[src/rtl/cpu_ctrl_pkg.sv]
// Shared constants for the hardwired control unit: strobe indices, ALU codes,
// opcodes, sequencer state encoding and the per-opcode step-length helper.
package cpu_ctrl_pkg;

    localparam int STEP_W = 3;

    // enable[] one-hot indices
    localparam int EN_ZIN      = 18;
    localparam int EN_YIN      = 19;
    localparam int EN_PCIN     = 20;
    localparam int EN_MDRIN    = 21;
    localparam int EN_OUTPORT  = 22;
    localparam int EN_CONIN    = 23;
    localparam int EN_IRIN     = 24;
    localparam int EN_MARIN    = 25;

    // bus_select[] one-hot indices
    localparam int BUS_ZLO     = 19;
    localparam int BUS_PC      = 20;
    localparam int BUS_MDR     = 21;
    localparam int BUS_INPORT  = 22;
    localparam int BUS_C       = 23;

    localparam logic [4:0] ALU_ADD    = 5'd3;
    localparam logic [4:0] ALU_AND    = 5'd5;
    localparam logic [4:0] ALU_OR     = 5'd6;
    localparam logic [4:0] ALU_INC_PC = 5'd14;

    localparam logic [4:0] OP_LD   = 5'd0;
    localparam logic [4:0] OP_LDI  = 5'd1;
    localparam logic [4:0] OP_ST   = 5'd2;
    localparam logic [4:0] OP_ADD  = 5'd3;
    localparam logic [4:0] OP_SUB  = 5'd4;
    localparam logic [4:0] OP_AND  = 5'd5;
    localparam logic [4:0] OP_OR   = 5'd6;
    localparam logic [4:0] OP_SHR  = 5'd7;
    localparam logic [4:0] OP_SHL  = 5'd8;
    localparam logic [4:0] OP_ADDI = 5'd9;
    localparam logic [4:0] OP_ANDI = 5'd10;
    localparam logic [4:0] OP_ORI  = 5'd11;
    localparam logic [4:0] OP_BR   = 5'd18;
    localparam logic [4:0] OP_JR   = 5'd19;
    localparam logic [4:0] OP_JAL  = 5'd20;
    localparam logic [4:0] OP_IN   = 5'd21;
    localparam logic [4:0] OP_OUT  = 5'd22;
    localparam logic [4:0] OP_NOP  = 5'd25;
    localparam logic [4:0] OP_HALT = 5'd26;

    // ST_IDLE is the post-reset step that holds all strobes low until the first edge.
    typedef enum logic [1:0] {
        ST_IDLE = 2'd0,
        ST_RUN  = 2'd1,
        ST_HALT = 2'd2
    } state_e;

    typedef struct packed {
        logic [31:0] enable;
        logic [31:0] bus_select;
        logic [4:0]  alu_ctrl;
        logic        md_read;
        logic        read_ram;
        logic        write_ram;
        logic        gra;
        logic        grb;
        logic        grc;
        logic        rin;
        logic        rout;
        logic        baout;
    } ctrl_t;

    function automatic logic is_known(input logic [4:0] op);
        case (op)
            OP_LD, OP_LDI, OP_ST, OP_ADD, OP_SUB, OP_AND, OP_OR, OP_SHR, OP_SHL,
            OP_ADDI, OP_ANDI, OP_ORI, OP_BR, OP_JR, OP_JAL, OP_IN, OP_OUT,
            OP_NOP, OP_HALT: return 1'b1;
            default:         return 1'b0;
        endcase
    endfunction

    // Final T-step of each instruction; nop, halt and unknown opcodes end after fetch.
    function automatic logic [STEP_W-1:0] last_step(input logic [4:0] op);
        case (op)
            OP_LD, OP_ST:                                     return 3'd7;
            OP_BR:                                            return 3'd6;
            OP_LDI, OP_ADD, OP_SUB, OP_AND, OP_OR, OP_SHR,
            OP_SHL, OP_ADDI, OP_ANDI, OP_ORI:                 return 3'd5;
            OP_JAL:                                           return 3'd4;
            OP_JR, OP_IN, OP_OUT:                             return 3'd3;
            default:                                          return 3'd2;
        endcase
    endfunction

endpackage

[src/rtl/control_sequencer_step_decoder.sv]
// Combinational microcode: {step, opcode, con_ff} -> full control strobe vector.
module step_decoder
    import cpu_ctrl_pkg::*;
(
    input  logic [STEP_W-1:0] step,
    input  logic [4:0]        opcode,
    input  logic              con_ff,
    output ctrl_t             ctrl
);

    // Strobe decode per step; everything not explicitly raised stays 0.
    always_comb begin
        ctrl = '0;
        case (step)
            3'd0: begin
                ctrl.bus_select[BUS_PC] = 1'b1;
                ctrl.enable[EN_MARIN]   = 1'b1;
                ctrl.enable[EN_ZIN]     = 1'b1;
                ctrl.alu_ctrl           = ALU_INC_PC;
            end
            3'd1: begin
                ctrl.bus_select[BUS_ZLO] = 1'b1;
                ctrl.enable[EN_PCIN]     = 1'b1;
                ctrl.enable[EN_MDRIN]    = 1'b1;
                ctrl.read_ram            = 1'b1;
                ctrl.md_read             = 1'b1;
            end
            3'd2: begin
                ctrl.bus_select[BUS_MDR] = 1'b1;
                ctrl.enable[EN_IRIN]     = 1'b1;
            end
            default: begin
                case (opcode)
                    OP_ADD, OP_SUB, OP_AND, OP_OR, OP_SHR, OP_SHL,
                    OP_ADDI, OP_ANDI, OP_ORI: begin
                        case (step)
                            3'd3: begin
                                ctrl.grb            = 1'b1;
                                ctrl.rout           = 1'b1;
                                ctrl.enable[EN_YIN] = 1'b1;
                            end
                            3'd4: begin
                                ctrl.enable[EN_ZIN] = 1'b1;
                                // Immediate forms take operand B from C and map onto the R-type code.
                                case (opcode)
                                    OP_ADDI: begin ctrl.bus_select[BUS_C] = 1'b1; ctrl.alu_ctrl = ALU_ADD; end
                                    OP_ANDI: begin ctrl.bus_select[BUS_C] = 1'b1; ctrl.alu_ctrl = ALU_AND; end
                                    OP_ORI:  begin ctrl.bus_select[BUS_C] = 1'b1; ctrl.alu_ctrl = ALU_OR;  end
                                    default: begin ctrl.grc = 1'b1; ctrl.rout = 1'b1; ctrl.alu_ctrl = opcode; end
                                endcase
                            end
                            3'd5: begin
                                ctrl.bus_select[BUS_ZLO] = 1'b1;
                                ctrl.gra                 = 1'b1;
                                ctrl.rin                 = 1'b1;
                            end
                            default: ctrl = '0;
                        endcase
                    end
                    OP_LD, OP_LDI, OP_ST: begin
                        case (step)
                            3'd3: begin
                                ctrl.grb            = 1'b1;
                                ctrl.baout          = 1'b1;
                                ctrl.enable[EN_YIN] = 1'b1;
                            end
                            3'd4: begin
                                ctrl.bus_select[BUS_C] = 1'b1;
                                ctrl.alu_ctrl          = ALU_ADD;
                                ctrl.enable[EN_ZIN]    = 1'b1;
                            end
                            3'd5: begin
                                ctrl.bus_select[BUS_ZLO] = 1'b1;
                                if (opcode == OP_LDI) begin
                                    ctrl.gra = 1'b1;
                                    ctrl.rin = 1'b1;
                                end else begin
                                    ctrl.enable[EN_MARIN] = 1'b1;
                                end
                            end
                            3'd6: begin
                                ctrl.enable[EN_MDRIN] = (opcode != OP_LDI);
                                ctrl.read_ram         = (opcode == OP_LD);
                                ctrl.md_read          = (opcode == OP_LD);
                                ctrl.gra              = (opcode == OP_ST);
                                ctrl.rout             = (opcode == OP_ST);
                            end
                            3'd7: begin
                                ctrl.bus_select[BUS_MDR] = (opcode == OP_LD);
                                ctrl.gra                 = (opcode == OP_LD);
                                ctrl.rin                 = (opcode == OP_LD);
                                ctrl.write_ram           = (opcode == OP_ST);
                            end
                            default: ctrl = '0;
                        endcase
                    end
                    OP_BR: begin
                        case (step)
                            3'd3: begin
                                ctrl.gra              = 1'b1;
                                ctrl.rout             = 1'b1;
                                ctrl.enable[EN_CONIN] = 1'b1;
                            end
                            3'd4: begin
                                ctrl.bus_select[BUS_PC] = 1'b1;
                                ctrl.enable[EN_YIN]     = 1'b1;
                            end
                            3'd5: begin
                                ctrl.bus_select[BUS_C] = 1'b1;
                                ctrl.alu_ctrl          = ALU_ADD;
                                ctrl.enable[EN_ZIN]    = 1'b1;
                            end
                            3'd6: begin
                                ctrl.bus_select[BUS_ZLO] = con_ff;
                                ctrl.enable[EN_PCIN]     = con_ff;
                            end
                            default: ctrl = '0;
                        endcase
                    end
                    OP_JR: begin
                        ctrl.gra             = (step == 3'd3);
                        ctrl.rout            = (step == 3'd3);
                        ctrl.enable[EN_PCIN] = (step == 3'd3);
                    end
                    OP_JAL: begin
                        ctrl.bus_select[BUS_PC] = (step == 3'd3);
                        ctrl.grb                = (step == 3'd3);
                        ctrl.rin                = (step == 3'd3);
                        ctrl.gra                = (step == 3'd4);
                        ctrl.rout               = (step == 3'd4);
                        ctrl.enable[EN_PCIN]    = (step == 3'd4);
                    end
                    OP_IN: begin
                        ctrl.bus_select[BUS_INPORT] = (step == 3'd3);
                        ctrl.gra                    = (step == 3'd3);
                        ctrl.rin                    = (step == 3'd3);
                    end
                    OP_OUT: begin
                        ctrl.gra                = (step == 3'd3);
                        ctrl.rout               = (step == 3'd3);
                        ctrl.enable[EN_OUTPORT] = (step == 3'd3);
                    end
                    default: ctrl = '0;
                endcase
            end
        endcase
    end

endmodule

[src/rtl/control_sequencer.sv]
// Hardwired control sequencer: T-step FSM with HALT/resume and Moore strobe decode.
// Build option: define ILLEGAL_TRAP_EN to trap unknown opcodes into HALT with a sticky illegal_op.
module control_sequencer
    import cpu_ctrl_pkg::*;
#(
    parameter int STEPS_MAX  = 8,
    parameter int RESET_HALT = 0
) (
    input  logic        clk,
    input  logic        clr,
    input  logic [31:0] ir,
    input  logic        con_ff,
    input  logic        resume,
    output logic [31:0] enable,
    output logic [31:0] bus_select,
    output logic [4:0]  alu_ctrl,
    output logic        md_read,
    output logic        read_ram,
    output logic        write_ram,
    output logic        gra,
    output logic        grb,
    output logic        grc,
    output logic        rin,
    output logic        rout,
    output logic        baout,
    output logic        run,
    output logic [2:0]  step,
    output logic        illegal_op
);

    localparam state_e             RESET_STATE = (RESET_HALT != 0) ? ST_HALT : ST_IDLE;
    localparam logic [STEP_W-1:0]  STEP_LIMIT  = STEP_W'(STEPS_MAX - 1);

    logic [4:0]        opcode_s;
    logic              ir_unused_s;
    state_e            state_r;
    state_e            state_nxt_s;
    logic [STEP_W-1:0] step_r;
    logic [STEP_W-1:0] step_nxt_s;
    ctrl_t             dec_s;
    ctrl_t             ctrl_s;

    assign opcode_s    = ir[31:27];
    assign ir_unused_s = ^ir[26:0];

    step_decoder u_step_decoder (
        .step   (step_r),
        .opcode (opcode_s),
        .con_ff (con_ff),
        .ctrl   (dec_s)
    );

`ifdef ILLEGAL_TRAP_EN
    logic illegal_set_s;
    logic illegal_r;
`endif

    // Next-state and next-step selection; the >= compare also recovers if ir changes mid-instruction.
    always_comb begin
        state_nxt_s = state_r;
        step_nxt_s  = step_r;
`ifdef ILLEGAL_TRAP_EN
        illegal_set_s = 1'b0;
`endif
        case (state_r)
            ST_IDLE: begin
                state_nxt_s = ST_RUN;
                step_nxt_s  = 3'd0;
            end
            ST_RUN: begin
                if ((step_r == 3'd2) && (opcode_s == OP_HALT)) begin
                    state_nxt_s = ST_HALT;
                    step_nxt_s  = 3'd0;
                end else if ((step_r == 3'd2) && !is_known(opcode_s)) begin
`ifdef ILLEGAL_TRAP_EN
                    state_nxt_s   = ST_HALT;
                    illegal_set_s = 1'b1;
`endif
                    step_nxt_s = 3'd0;
                end else if ((step_r >= last_step(opcode_s)) || (step_r >= STEP_LIMIT)) begin
                    step_nxt_s = 3'd0;
                end else begin
                    step_nxt_s = step_r + 3'd1;
                end
            end
            ST_HALT: begin
                step_nxt_s = 3'd0;
                if (resume) begin
                    state_nxt_s = ST_RUN;
                end else begin
                    state_nxt_s = ST_HALT;
                end
            end
            default: begin
                state_nxt_s = ST_IDLE;
                step_nxt_s  = 3'd0;
            end
        endcase
    end

    // State and step registers.
    always_ff @(posedge clk or posedge clr) begin
        if (clr) begin
            state_r <= RESET_STATE;
            step_r  <= 3'd0;
        end else begin
            state_r <= state_nxt_s;
            step_r  <= step_nxt_s;
        end
    end

`ifdef ILLEGAL_TRAP_EN
    // Sticky illegal-opcode flag, cleared only by clr.
    always_ff @(posedge clk or posedge clr) begin
        if (clr) begin
            illegal_r <= 1'b0;
        end else if (illegal_set_s) begin
            illegal_r <= 1'b1;
        end else begin
            illegal_r <= illegal_r;
        end
    end
    assign illegal_op = illegal_r;
`else
    assign illegal_op = 1'b0;
`endif

    // Strobes only while running, so reset and HALT force every strobe low.
    assign ctrl_s     = (state_r == ST_RUN) ? dec_s : '0;

    assign enable     = ctrl_s.enable;
    assign bus_select = ctrl_s.bus_select;
    assign alu_ctrl   = ctrl_s.alu_ctrl;
    assign md_read    = ctrl_s.md_read;
    assign read_ram   = ctrl_s.read_ram;
    assign write_ram  = ctrl_s.write_ram;
    assign gra        = ctrl_s.gra;
    assign grb        = ctrl_s.grb;
    assign grc        = ctrl_s.grc;
    assign rin        = ctrl_s.rin;
    assign rout       = ctrl_s.rout;
    assign baout      = ctrl_s.baout;
    assign run        = (state_r != ST_HALT);
    assign step       = step_r;

endmodule
[config.mk]
export PLATFORM = sky130hd
export DESIGN_NAME = control_sequencer
export DESIGN_NICKNAME = d
export VERILOG_FILES = /design/src/rtl/cpu_ctrl_pkg.sv /design/src/rtl/control_sequencer_step_decoder.sv /design/src/rtl/control_sequencer.sv
export SDC_FILE = /design/constraint.sdc
export NUM_CORES = 1
export LEC_CHECK = 0
export CORE_MARGIN = 8
export CORE_UTILIZATION = 32
export CTS_BUF_LIST = sky130_fd_sc_hd__clkbuf_8
export CTS_CLUSTER_SIZE = 8
export DETAILED_ROUTE_END_ITERATION = 10
export PLACE_DENSITY = 0.76
export SYNTH_ARGS = -nofsm -noshare
export SYNTH_HDL_FRONTEND = slang
export SYNTH_SLANG_ARGS = --single-unit
[constraint.sdc]
create_clock -name clk -period 1.8 [get_ports clk]
set_clock_uncertainty 0.2 [all_clocks]
set_input_delay 0.18 -clock clk [delete_from_list [all_inputs] [get_ports clk]]
set_output_delay 0.18 -clock clk [all_outputs]
set_load 0.01 [all_outputs]
==> flow_results.org <==
** Detailed routing
- In the routed design, unresolved DRC markers number 0.
- Once detail routing completed, the nets flagged for antenna violations numbered 0.
- The detailed router finished its first iteration with 79 violations.
- In the final routed layout, each cell accounts on average for ~14 microns.
- Using the TritonRoute via totals, the vias-per-cell ratio works out to ~4.5.
- Detailed routing inserted a total of around 1800 vias.
- Initial DRT Pass Iterations :: 4
- The final layout contains routed wiring with a total length of 5740 microns.

** Final layout
- Proportion of layout cells with a drive suffix above 1 :: a little under three fifths
- Design area :: 2850 sq um
- Area of all sequential standard cells :: around 130 sq um
- 0 antenna diodes ended up in the layout.
- Total area of multi-input combinational cells :: 1590 sq um
- Highest-count cells in the layout ignoring fill and taps :: 70 x sky130_fd_sc_hd__buf_4, 53 x sky130_fd_sc_hd__conb_1, 22 x sky130_fd_sc_hd__buf_2
- Most common cell after layout, fill and taps aside :: sky130_fd_sc_hd__buf_4
- The finished layout holds 400 standard cells, fillers aside.
- Total number of nets in the final design :: approximately 380
- Fill cell total of the finished layout :: roughly 440
- From synthesis to final layout, the design area changed by 80.3%.

** Critical path
- Data on the critical path is required at its endpoint by between 1 and 1.5 ns.
- Register-to-Register Path Depth :: 7
- In this run the worst path has a maximum fanout of 5.
- The startpoint identified for the worst register-to-register timing path is step[0].
- Crit Path Class :: reg -> out
- Worst path cell trace :: ha_4 > buf_6 > nor3_4 > o21ba_4 > buf_6 > a21oi_4 > buf_6 > a31oi_4 > buf_6
- The most critical setup path has its endpoint at bus_select[20].
- Critical path arrival :: slightly below 2 ns
- STA classifies the critical path startpoint as a register.
- Reg2Reg Capture Point :: step[1]
- Worst setup startpoint :: step[1]
- Most frequent CP cell :: sky130_fd_sc_hd__buf_6
- Setup crit end kind :: output pin
- In this run the register-to-register setup slack is -0.51 ns.
- In this design, the stage delay of the slowest critical-path cell is around 0.45 ns.
- Crit path max-delay cell type :: sky130_fd_sc_hd__dfrtp_2

** Floorplan
- The die covers around 7400 sq um.
- The floorplan step set the die height to roughly 86 microns.
- Row generation in the floorplan step produced 25 rows.
- For this configuration, the core starts out at a cell density of 33.2%.
- The die is about 86 microns wide.
- Number of primary I/O pins :: ~120
- Core ar. :: 4750 sq um

** Timing
- Worst hold slack :: approximately 0.35 ns
- Slew Viols, Final :: 0
- Highest attainable clock frequency :: 431 MHz
- The final hold violation count is 0.
- Subtracting the final worst setup slack from the clock period gives about 2.3 ns.
- Total setup violations reported at the end of the flow :: 28
- After routing, the total negative slack on setup checks comes to -11.01 ns.
- Setup repair after global routing could not meet its margin everywhere.
- Final period util :: 129%
- Crit path setup slack, layout :: -0.518 ns

** Synth
- Top_reg_cell synth :: sky130_fd_sc_hd__dfrtp_1
- Of all flip-flops after synthesis, the portion carrying an async set or reset was 100%.
- Average cell area after synthesis :: 7.18 sq um
- Sequential fraction of the synthesis area :: roughly 7.9%
- For this run, the number of Yosys warnings is 0.
- Post-Syn Area :: 1580 sq um
- Number of library cell types mapped by synthesis :: a little under 50
- After synthesis the netlist holds a flip-flop and latch count of 5.
- Synthesized instance count :: 220
- In this run, synthesis inferred 0 flip-flops with an integrated enable.

** Clock network
- The later pin in the worst-skew pair is clocked with a latency of about 0.22 ns.
- TritonCTS built the clock tree.
- H-tree levels :: 1
- Number of clock buffers inserted by TritonCTS :: 3
- Clock-pin slew was measured on the worst setup and hold paths at around 0.03 ns.
- Counting along the longest clock path gives a buffer depth of 2.
- Count of clock tree sinks :: 5
- Clock root cell :: sky130_fd_sc_hd__clkbuf_8

** Placed design
- After detailed placement, the total cell area comes to 2460 sq um.
- Worst Setup Slack post-DPL :: -1.21 ns
- In this run the tool buffered the top-level ports with 38 buffer cells.
- Including well taps, the total number of placed cells is between 300 and 400.
- HPWL after detailed placement :: approximately 4400 microns
- Routability-driven placement finished with a final weighted congestion of just under 0.9.

** Power
- For this design the total switching power over the nets is 1.86 mW.
- In this run the power density over the cells is around 1400 nW/um^2.
- Per report_power, the sequential group accounts for 5.3% of the total.
- Leakage :: 1.32 nW
- The internal portion of the total power is around 2.1 mW.
- Fraction of power spent switching nets :: roughly 47%
- Worst ir drop on vdd :: about 1200 uV
- In this run, the clock network consumes 5.0% of the power.
- In this run, the combinational gates consume approximately nine tenths of the power.

** GRT
- For this run, the total global-route usage over all layers was measured as between 10 and 15%.
- Entering global routing, the biggest net connects 11 pins.
- The first global-routing pass estimated a little over 9000 microns of wire.
- Via count of the first global-routing pass :: 1958
- GRT overflow :: 0
- Antenna violations before repair :: 0

** Status
- The checks that failed: setup timing.
- Status :: finished, violations left

** Job
- Maximum capacitance violations :: 0

** Worst hold path
- Kind of path behind the tightest hold check :: in -> reg
registers in the layout, summed over array words and instances (netlist names):
register,count
step,3
state_r,2
metal layers:
metal | vias up | global-route usage, % | share of wire (%)
li1 | 907 | - | -
met1 | 843 | 15.8 | 37
met2 | 66 | 28.3 | 54
met3 | 3 | 2.65 | 8.0
met4 | 0 | 3.29 | 0.51
met5 | - | 0 | 0
cell families (layout without fill, tap and decap cells):
| group | after synthesis | after routing | synth area share [%] |
|---|---|---|---|
| buf+inv | 72 | 133 | 31.1 |
| simple gates | 71 | 71 | 24.9 |
| compound gates | 58 | 58 | 25.5 |
| fa+ha+maj | 13 | 13 | 10.3 |
| flops | 5 | 5 | 7.92 |
| other cells | 1 | 53 | 0.237 |
power by group through the flow:
stage,Combinational [mW],Clock (mW),Sequential [mW]
2_1_floorplan,1.51,0,0.232
3_5_place_dp,2.86,0,0.201
3_3_place_gp,2.82,0,0.197
4_1_cts,3.20,0.209,0.201
5_1_grt,3.86,0.213,0.217
6_report,3.59,0.201,0.211
per-stage QoR:
stage / utilization (%) / total power, mW
after CTS: 56.1 / 3.61
after global routing: 59.9 / 4.29
after floorplan: - / 1.75
final: 59.9 / 4.00
after global placement: 51.8 / 3.02
after detailed placement: 51.8 / 3.06
worst min-delay path by stage:
| stage | start | end | cells after the start |
|---|---|---|---|
| after floorplan | clr | state_r[0] | 1 |
| after global placement | clr | state_r[1] | 2 |
| after detailed placement | clr | state_r[0] | 2 |
| after CTS | resume | state_r[0] | 3 |
| after global routing | state_r[1] | state_r[0] | 2 |
| final | resume | state_r[0] | 3 |
cell type report:
class                      count  share of cell area (%)
sequential                     5                    4.52
timing repair buffer         123                    34.1
inverter                       6                   0.878
clock buffer                   3                    1.45
clock inverter                 1                   0.132
multi-input combinational    195                    56.0
tap                           67                    2.94
synth_stat cells, types with 2 or more instances:
| library cell | count | area share (%) |
|---|---|---|
| sky130_fd_sc_hd__buf_4 | 55 | 26 |
| sky130_fd_sc_hd__a21oi_1 | 20 | 6.3 |
| sky130_fd_sc_hd__ha_1 | 13 | 10 |
| sky130_fd_sc_hd__nand2_1 | 13 | 3.1 |
| sky130_fd_sc_hd__nor3_1 | 12 | 3.8 |
| sky130_fd_sc_hd__nor2_1 | 11 | 2.6 |
| sky130_fd_sc_hd__buf_2 | 6 | 1.9 |
| sky130_fd_sc_hd__inv_1 | 6 | 1.4 |
| sky130_fd_sc_hd__nand2b_1 | 6 | 2.4 |
| sky130_fd_sc_hd__dfrtp_1 | 5 | 7.9 |
| sky130_fd_sc_hd__nand3_1 | 5 | 1.6 |
| sky130_fd_sc_hd__o21ai_0 | 5 | 1.6 |
| sky130_fd_sc_hd__a31oi_1 | 4 | 1.6 |
| sky130_fd_sc_hd__clkbuf_1 | 4 | 0.95 |
| sky130_fd_sc_hd__a21o_1 | 3 | 1.4 |
| sky130_fd_sc_hd__and2_1 | 3 | 1.2 |
| sky130_fd_sc_hd__nor2b_1 | 3 | 1.2 |
| sky130_fd_sc_hd__nor3b_1 | 3 | 1.4 |
| sky130_fd_sc_hd__o211ai_1 | 3 | 1.4 |
| sky130_fd_sc_hd__o21a_1 | 3 | 1.4 |
| sky130_fd_sc_hd__o31ai_1 | 3 | 1.4 |
| sky130_fd_sc_hd__a221oi_1 | 2 | 1.1 |
| sky130_fd_sc_hd__a22oi_1 | 2 | 0.95 |
| sky130_fd_sc_hd__and2b_1 | 2 | 0.95 |
| sky130_fd_sc_hd__and3_1 | 2 | 0.79 |
| sky130_fd_sc_hd__nand3b_1 | 2 | 0.95 |
| sky130_fd_sc_hd__nand4_1 | 2 | 0.79 |
repair_timing:
action | 4_1_cts | 5_1_grt
setup buffers | 14 | 4
pin swaps | 10 | 12
gates cloned | 0 | 1
hold endpoints to repair | 5 | 0
gates resized for setup | 151 | 38
hold buffers | 1 | 0
endpoints found under the setup margin | 30 | 32
critical path: cells and delay by family, from the launching register on:
family                   cells  cell delay, ns
buffers and inverters        4            0.50
flip-flops                   1            0.45
AO/OA/AOI/OAI                3            0.37
AND/OR/NAND/NOR              1            0.21
adder cells (fa/ha/maj)      1            0.18
Note: power is estimated with default switching activity, not from simulation.
